===== config.mk =====
export PLATFORM = sky130hd
export DESIGN_NAME = sfp_div_seq
export DESIGN_NICKNAME = d
export VERILOG_FILES = /design/src/rtl/sfp_pkg.sv /design/src/rtl/sfp_sat.sv /design/src/rtl/sfp_div_seq.sv
export SDC_FILE = /design/constraint.sdc
export NUM_CORES = 1
export LEC_CHECK = 0
export CORE_ASPECT_RATIO = 1.2
export CORE_MARGIN = 5
export CORE_UTILIZATION = 57
export DETAILED_ROUTE_END_ITERATION = 7
export HOLD_SLACK_MARGIN = 0.08
export PLACE_DENSITY = 0.79
export RECOVER_POWER = 100
export SLEW_MARGIN = 20
export SYNTH_ARGS = -nofsm -noshare
export SYNTH_HDL_FRONTEND = slang
export SYNTH_SLANG_ARGS = --single-unit
export TNS_END_PERCENT = 20

===== constraint.sdc =====
create_clock -name clk_i -period 2.9 [get_ports clk_i]
set_input_delay 0.725 -clock clk_i [delete_from_list [all_inputs] [get_ports clk_i]]
set_output_delay 0.725 -clock clk_i [all_outputs]
set_load 0.05 [all_outputs]

===== src/rtl/sfp_pkg.sv =====
// Shared types and helpers for the signed fixed-point (sfp) arithmetic blocks.
// Word lengths are passed at call time, so one package serves every format.
package sfp_pkg;

  typedef enum logic [1:0] {IDLE, CALC, FIX, DONE} sfp_div_state_e;

  localparam int SFP_MAX_W = 32;

  // Magnitude of a wl-bit two's complement value; the most negative input maps to 2^(wl-1).
  function automatic logic [SFP_MAX_W-1:0] sfp_abs(input logic [SFP_MAX_W-1:0] x, input int wl);
    logic [SFP_MAX_W-1:0] mask;
    logic [SFP_MAX_W-1:0] v;
    mask = (SFP_MAX_W'(1) << wl) - SFP_MAX_W'(1);
    v    = x & mask;
    if (v[wl-1]) return (~v + SFP_MAX_W'(1)) & mask;
    return v;
  endfunction

  function automatic logic [SFP_MAX_W-1:0] sfp_sat_max(input int wl);
    return (SFP_MAX_W'(1) << (wl - 1)) - SFP_MAX_W'(1);
  endfunction

  function automatic logic [SFP_MAX_W-1:0] sfp_sat_min(input int wl);
    return SFP_MAX_W'(1) << (wl - 1);
  endfunction

endpackage


===== src/rtl/sfp_sat.sv =====
// Combinational saturator: clamps a wide signed value into an OUT_W-bit signed word.
// ovf is raised whenever the clamp replaces the value.
module sfp_sat #(
  parameter int IN_W  = 13,
  parameter int OUT_W = 8
) (
  input  logic signed [IN_W-1:0]  wide,
  output logic signed [OUT_W-1:0] narrow,
  output logic                    ovf
);

  logic [IN_W-OUT_W:0] head;

  // The value fits iff every bit from the output sign position upward is a copy of the sign.
  always_comb begin
    head = wide[IN_W-1:OUT_W-1];
    ovf  = !((head == '0) || (head == '1));
    if (!ovf) begin
      narrow = wide[OUT_W-1:0];
    end else if (wide[IN_W-1]) begin
      narrow = {1'b1, {(OUT_W-1){1'b0}}};
    end else begin
      narrow = {1'b0, {(OUT_W-1){1'b1}}};
    end
  end

endmodule


===== src/rtl/sfp_div_seq.sv =====
// Sequential signed fixed-point divider, one restoring step per cycle, MSB first.
// Operands and quotient share the IW.QW format; the result is truncated toward zero and saturated.
module sfp_div_seq
  import sfp_pkg::*;
#(
  parameter int          IW = 4,
  parameter int unsigned QW = 4
) (
  input  logic                             clk_i,
  input  logic                             rst_ni,
  input  logic                             in_valid_i,
  output logic                             in_ready_o,
  input  logic signed [IW+int'(QW)-1:0]    num,
  input  logic signed [IW+int'(QW)-1:0]    den,
  output logic                             out_valid_o,
  input  logic                             out_ready_i,
  output logic signed [IW+int'(QW)-1:0]    quo,
  output logic                             ovf_o,
  output logic                             dz_o
);

  localparam int WL = IW + int'(QW);
  localparam int LW = WL + int'(QW);
  localparam int CW = $clog2(LW);

  localparam logic signed [WL-1:0] Q_MAX = WL'(sfp_sat_max(WL));
  localparam logic signed [WL-1:0] Q_MIN = WL'(sfp_sat_min(WL));

  sfp_div_state_e state, state_nxt;
  logic [CW-1:0]  cnt;
  logic           accept;

  logic [WL-1:0]  num_mag, den_mag_in, den_mag;
  logic           sign, num_neg, dz_pend;
  logic [LW-1:0]  dvd;
  logic [WL:0]    rem, trial;
  logic           ge;

  logic signed [LW:0]   wide;
  logic signed [WL-1:0] sat_q;
  logic                 sat_ovf;

  assign accept     = in_valid_i && (state == IDLE);
  assign num_mag    = WL'(sfp_abs(SFP_MAX_W'(num), WL));
  assign den_mag_in = WL'(sfp_abs(SFP_MAX_W'(den), WL));

  always_ff @(posedge clk_i or negedge rst_ni) begin
    if (!rst_ni) begin
      state <= IDLE;
      cnt   <= '0;
    end else begin
      state <= state_nxt;
      if (accept) begin
        cnt <= CW'(LW - 1);
      end else if (state == CALC) begin
        cnt <= cnt - CW'(1);
      end
    end
  end

  always_comb begin
    state_nxt   = state;
    in_ready_o  = 1'b0;
    out_valid_o = 1'b0;
    unique case (state)
      IDLE: begin
        in_ready_o = 1'b1;
        if (in_valid_i) state_nxt = (den == '0) ? FIX : CALC;
      end
      CALC: if (cnt == '0) state_nxt = FIX;
      FIX:  state_nxt = DONE;
      DONE: begin
        out_valid_o = 1'b1;
        if (out_ready_i) state_nxt = IDLE;
      end
      default: state_nxt = IDLE;
    endcase
  end

  // Restoring step: the quotient bits shift into dvd as the dividend bits shift out.
  assign trial = (rem << 1) | {{WL{1'b0}}, dvd[LW-1]};
  assign ge    = trial >= {1'b0, den_mag};

  always_ff @(posedge clk_i) begin
    if (accept) begin
      sign    <= num[WL-1] ^ den[WL-1];
      num_neg <= num[WL-1];
      dz_pend <= (den == '0);
      den_mag <= den_mag_in;
      dvd     <= {num_mag, {QW{1'b0}}};
      rem     <= '0;
    end else if (state == CALC) begin
      dvd <= {dvd[LW-2:0], ge};
      rem <= ge ? trial - {1'b0, den_mag} : trial;
    end
  end

  // Sign is reapplied to the unsigned quotient before clamping to WL bits.
  assign wide = sign ? -$signed({1'b0, dvd}) : $signed({1'b0, dvd});

  sfp_sat #(
    .IN_W (LW + 1),
    .OUT_W(WL)
  ) u_sat (
    .wide  (wide),
    .narrow(sat_q),
    .ovf   (sat_ovf)
  );

  always_ff @(posedge clk_i or negedge rst_ni) begin
    if (!rst_ni) begin
      quo   <= '0;
      ovf_o <= 1'b0;
      dz_o  <= 1'b0;
    end else if (state == FIX) begin
      if (dz_pend) begin
        quo   <= num_neg ? Q_MIN : Q_MAX;
        ovf_o <= 1'b0;
        dz_o  <= 1'b1;
      end else begin
        quo   <= sat_q;
        ovf_o <= sat_ovf;
        dz_o  <= 1'b0;
      end
    end
  end

endmodule


======== Word-level counts from Yosys, hierarchy flattened ========
Index checks and enable logic that the tools add are counted.
cells by class
  add/sub/neg operators ................... 5
  order comparisons ....................... 1
  eq/ne operators ......................... 7
  multiplexer cells ....................... 25
  bitwise operators ....................... 4
  reductions and logical operators ........ 9
operator list
  cell                                                                 count
  8-bit 2-to-1 mux                                                     9
  12-bit 2-to-1 mux                                                    2
  8-bit by 1-bit adder with 8-bit output (second input constant)       2
  8-bit inverter                                                       2
  13-bit 2-to-1 mux                                                    1
  12-bit negation with 13-bit output                                   1
  9-bit by 8-bit >= comparator with 1-bit output                       1
  9-bit by 1-bit bitwise OR with 9-bit output                          1
  8-bit zero test                                                      1
  2-bit 2-to-1 mux                                                     4
  4-bit 2-to-1 mux                                                     2
  2-bit case mux with 4 select lines                                   1
  8-bit subtractor                                                     1
  6-bit == test (second input constant)                                1
  6-bit zero test                                                      1
  1-bit 2-to-1 mux                                                     6
  2-bit == test (second input constant)                                2
  4-bit zero test                                                      1
  2-bit != test (second input constant)                                2
  4-bit by 1-bit subtractor with 4-bit output (second input constant)  1
  3-bit AND reduction                                                  1
  2-bit by 1-bit == test with 1-bit output (second input constant)     1
  2-bit zero test                                                      1
  2-bit by 1-bit != test with 1-bit output (second input constant)     1
  other kinds (5)                                                      5
storage, ports and cells
  register bits ........................... 47
  input port bits ......................... 20
  word-level logic and storage cells ...... 63

======== Logic depth before layout (Yosys ltp) ========
  depth in word-level cells ............... 6
  gate-level depth with buffers ........... 9
  depth with buffers taken out ............ 9

======== Modules after synthesis ========
Synthesis repeated with hierarchy kept, for this count alone.
unflattened totals
  cells, all modules ...................... 335
  area total of the unflattened synthesis .. 3006.6 um^2
by module, submodules not included
  module       instances  cells each  area each (um^2)  seq. area each (um^2)
  sfp_div_seq  1          318         2899.0            1211.2
  sfp_sat      1          17          107.6             0.0

======== Worst setup path after synthesis ========
OpenSTA, ideal clock, no wires.
  path kind ............................... reg-to-reg
  start ................................... register state[0]
  end ..................................... register den_mag[0] (enable)
  library setup time ...................... 379 ps
  arrival time ............................ 1949 ps
  required time ........................... 2521 ps
  path slack .............................. 571 ps
  cell stages (with the launch flop) ...... 6
  path buffers ............................ 1
  cells stage by stage .................... dfrtp_1 > inv_1 > ha_1 > nand2_1 > inv_1 > clkbuf_1
on the way
  longest elaborated chain between the ends .. 2
RTL lines
  item                    line               source
  start, declared         sfp_div_seq.sv:29  sfp_div_state_e state, state_nxt;
  start signal, assigned  sfp_div_seq.sv:52  state <= state_nxt;
  2-bit zero test         sfp_div_seq.sv:43  assign accept = in_valid_i && (state == IDLE);
  1-bit logical AND       sfp_div_seq.sv:43
  named net accept        sfp_div_seq.sv:31  logic accept;
  end signal, assigned    sfp_div_seq.sv:89  den_mag <= den_mag_in;
  end, declared           sfp_div_seq.sv:33  logic [WL-1:0] num_mag, den_mag_in, den_mag;
The timed path passes the listed nets, and every way through them passes these cells.
A chain may end at the register's enable or synchronous reset.

======== Worst setup path in the final report ========
  start ................................... register state[0]
  end ..................................... output in_ready_o
on the way
  longest elaborated chain between the ends .. 2
RTL lines
  item              line               source
  2-bit zero test   sfp_div_seq.sv:65  unique case (state)
  1-bit 2-to-1 mux  sfp_div_seq.sv:65
  end, declared     sfp_div_seq.sv:12  output logic in_ready_o,
Every way passes these cells.

==> impl_metrics.ini <==
[synth]
yosys.area.top_type_share = 0.195
synth_area_per_cell_um2 = 9.19
yosys.area_share.simple = 0.181
yosys-top-cells-area = edfxtp_1, dfrtp_1, dfxtp_1
synth.net_count = 356
ys_seq_area_frac = 0.413
synthTopCellsByCount = o21ai_0, inv_1, nand2_1, nor2_1
netlist_instances = 319
synth_top_family_by_area = compound AO/OA/AOI/OAI gates
synth-xor-area-share = 0.0628
synth_most_common_cell = o21ai_0
yosysWarnings = 0
synthFlopType = edfxtp_1
synth-compound-area-share = 0.197
synth_fa_ha_area_frac = 0.0751
ys_types = 51
synth_edf_count = 19
async_reset_ff_frac = 0.340
synth_mux_area_frac = 0.0171
synth_top_area_cell = edfxtp_1
synth_area_mm2 = 0.00293
yosys_register_bits = 47

[detailed_routing]
drt.antenna.violating_nets = 0
met2WireLength_mm = 2.93
avgViaCountPerCell = 5.91
drc = 0
vias = 2424
top_layer = met4
drt_wl_total_mm = 6.00
met1_length_mm = 2.61
route.met3.wl_um = 359
dr.pass1.iters = 5
wl_per_cell_um = 14.6
drt_iter0_markers = 147

[setup_path]
cp.arrival_ns = 2.01
critPathBufInv = 2
cp_cell_sequence = inv_1 -> ha_1 -> dlygate4sd3_1
worstPathMaxFanout = 6
crit_required_ns = 2.17
worstSetupEndpointType = output pin
cp_top_family = buffers and inverters
cpPeakStageDelay_ns = 0.91
critPathLaunchType = register
slowest_stage = dlygate4sd3_1
path_class = register to output pin

[cells_and_area]
area_growth_pct = 14.8
num-nets-final = 386
fin_cells = 410
fillers = 416
multi_input_area_mm2 = 0.00151
fin_util = 0.676
drive_gt1_frac = 0.0343
register_area_mm2 = 0.00121
n_antenna_cell = 0

[cts]
cts_resized = 0
insertion_delay_ns = 0.30
clk_path_buf_depth = 2
cts_sinks = 47
cts_max_level = 2
post_cts_buffers = 0
cts-hold-fix-buffers = 0
path_clk_slew_ns = 0.09
cts_root_buf = clkbuf_8
cts_tree = done
cts_made_buffers = 5

[global_route]
antenna_found_initial = 0
grt_pass1_wl_mm = 10.1
grt_max_degree = 30
grt_usage = 0.194
grt_pass1_vias = 2221
grt_overflow = 0

[floorplanning]
row_count = 28
initial_utilization = 0.589
die-area_mm2 = 0.00668
core_mm2 = 0.00497
die_x_um = 75.5
ioPinCount = 32
die_h_um = 88.5

[sta]
worstMarginPinSlew_ns = 1.17
fmax_mhz = 365
setup_viol = 0
fin_crit_sh = 0.945
hold_viol = 0
fin_skew_ns = 0.00935
slew_headroom = 0.223
slew_violations = 0
rsz0062_at_grt = false
min_period_ns = 2.74
fin_tns_setup_ns = 0

[outcome]
status = finished clean

[power_and_ir_drop]
ir_drop_mv = 0.473
p_leak_nw = 1.33
powerDensity_mw_per_mm2 = 1120

[placed_design]
gp_congestion = 0.876
portBuffers = 31
hpwl_mm = 4.49
post-place-cells = 402

[run]
cap_violations = 0

[worst_hold_path]
min_path_type = register to register
-- sequential cells by signal, summed over array words and instances (netlist names) --
signal	cells
cnt	4
den_mag	8
dvd	12
dz_o	1
dz_pend	1
num_neg	1
ovf_o	1
quo	8
rem	8
sign	1
state	2
-- cells in the final DEF (no fill, tap or decap), types with 2 or more instances in the layout --
cell / netlist / final
clkbuf_1: 9 / 5
xor2_1: 8 / 8
dfrtp_1: 16 / 16
inv_1: 26 / 26
nand2_1: 23 / 23
xnor2_1: 13 / 13
o31ai_1: 5 / 5
dlygate4sd3_1: 0 / 16
or3_1: 4 / 4
nand3_1: 19 / 19
clkdlybuf4s50_1: 0 / 15
edfxtp_1: 19 / 19
nor2_1: 21 / 21
dfxtp_1: 12 / 12
nor3_1: 8 / 8
a2111o_1: 2 / 2
bufinv_16: 0 / 2
nor4_1: 2 / 3
nor2b_1: 5 / 5
ha_1: 16 / 16
o21a_1: 6 / 6
o21ai_0: 31 / 37
a221oi_1: 3 / 3
mux2i_1: 5 / 5
a21oi_1: 18 / 18
nand2b_1: 4 / 4
clkbuf_8: 0 / 5
or4_1: 2 / 2
a211oi_1: 2 / 2
a31oi_1: 3 / 3
nand4_1: 6 / 7
-- report_power, final --
part / total, W / switching (W) / internal (W)
clock network: 0.000570 / 0.000225 / 0.000345
registers: 0.00125 / 0.000247 / 0.00101
logic: 0.00194 / 0.00121 / 0.000732
total: 0.00376 / 0.00168 / 0.00208
-- kinds of logic (layout without fill, tap and decap cells) --
family,after synthesis,count (layout)
adders and majority gates,17,17
and+or+nand+nor,101,101
xor gates and xnor gates,21,21
DFF,47,47
muxes,5,5
AOI/OAI and AO/OA,89,89
buffers and inverters,39,70
-- tightest hold or removal path, stage by stage, from the launching register on --
cell and delay [ns]:
dfrtp_1 0.34, a21oi_1 0.06, o21ai_0 0.06
-- per-layer routing --
layer / up-vias / global-route usage
met5: - / 0
met4: 0 / 0.0556
met3: 8 / 0.0307
met2: 76 / 0.336
met1: 1128 / 0.247
li1: 1212 / -
-- cell type report --
cell class,instances,share of cell area
Clock buffer,6,0.0216
Multi-Input combinational cell,233,0.450
Sequential cell,47,0.360
Clock inverter,2,0.0179
Tap cell,60,0.0223
Inverter,26,0.0290
Timing Repair Buffer,36,0.0990
-- final timing paths --
check	slack (ns)	from	cells past startpoint	endpoint
hold / removal	0.49	quo[0]$_DFFE_PN0P_	2	quo[0]$_DFFE_PN0P_
setup reg to reg	0.36	den_mag[1]$_DFFE_PP_	9	rem[0]$_SDFFE_PP0P_
max in group asynchronous	1.52	rst_ni	1	quo[1]$_DFFE_PN0P_
setup / recovery	0.16	state[0]$_DFFE_PN0P_	3	in_ready_o
min in group asynchronous	0.92	rst_ni	1	cnt[3]$_DFFE_PN0P_
hold reg to reg	0.49	quo[0]$_DFFE_PN0P_	2	quo[0]$_DFFE_PN0P_
-- metrics by stage --
step                      setup WS [ns]  total power (W)  area (µm²)  hold slack [ns]
after detailed placement          0.276          0.00329        3290            0.484
after floorplan                   0.571          0.00278        2930            0.429
after CTS                         0.221          0.00387        3430            0.503
final                             0.160          0.00376        3360            0.494
after global placement            0.350          0.00322        3290            0.476
after global routing             0.0808          0.00405        3360            0.510
(Power assumes the default switching activity.)
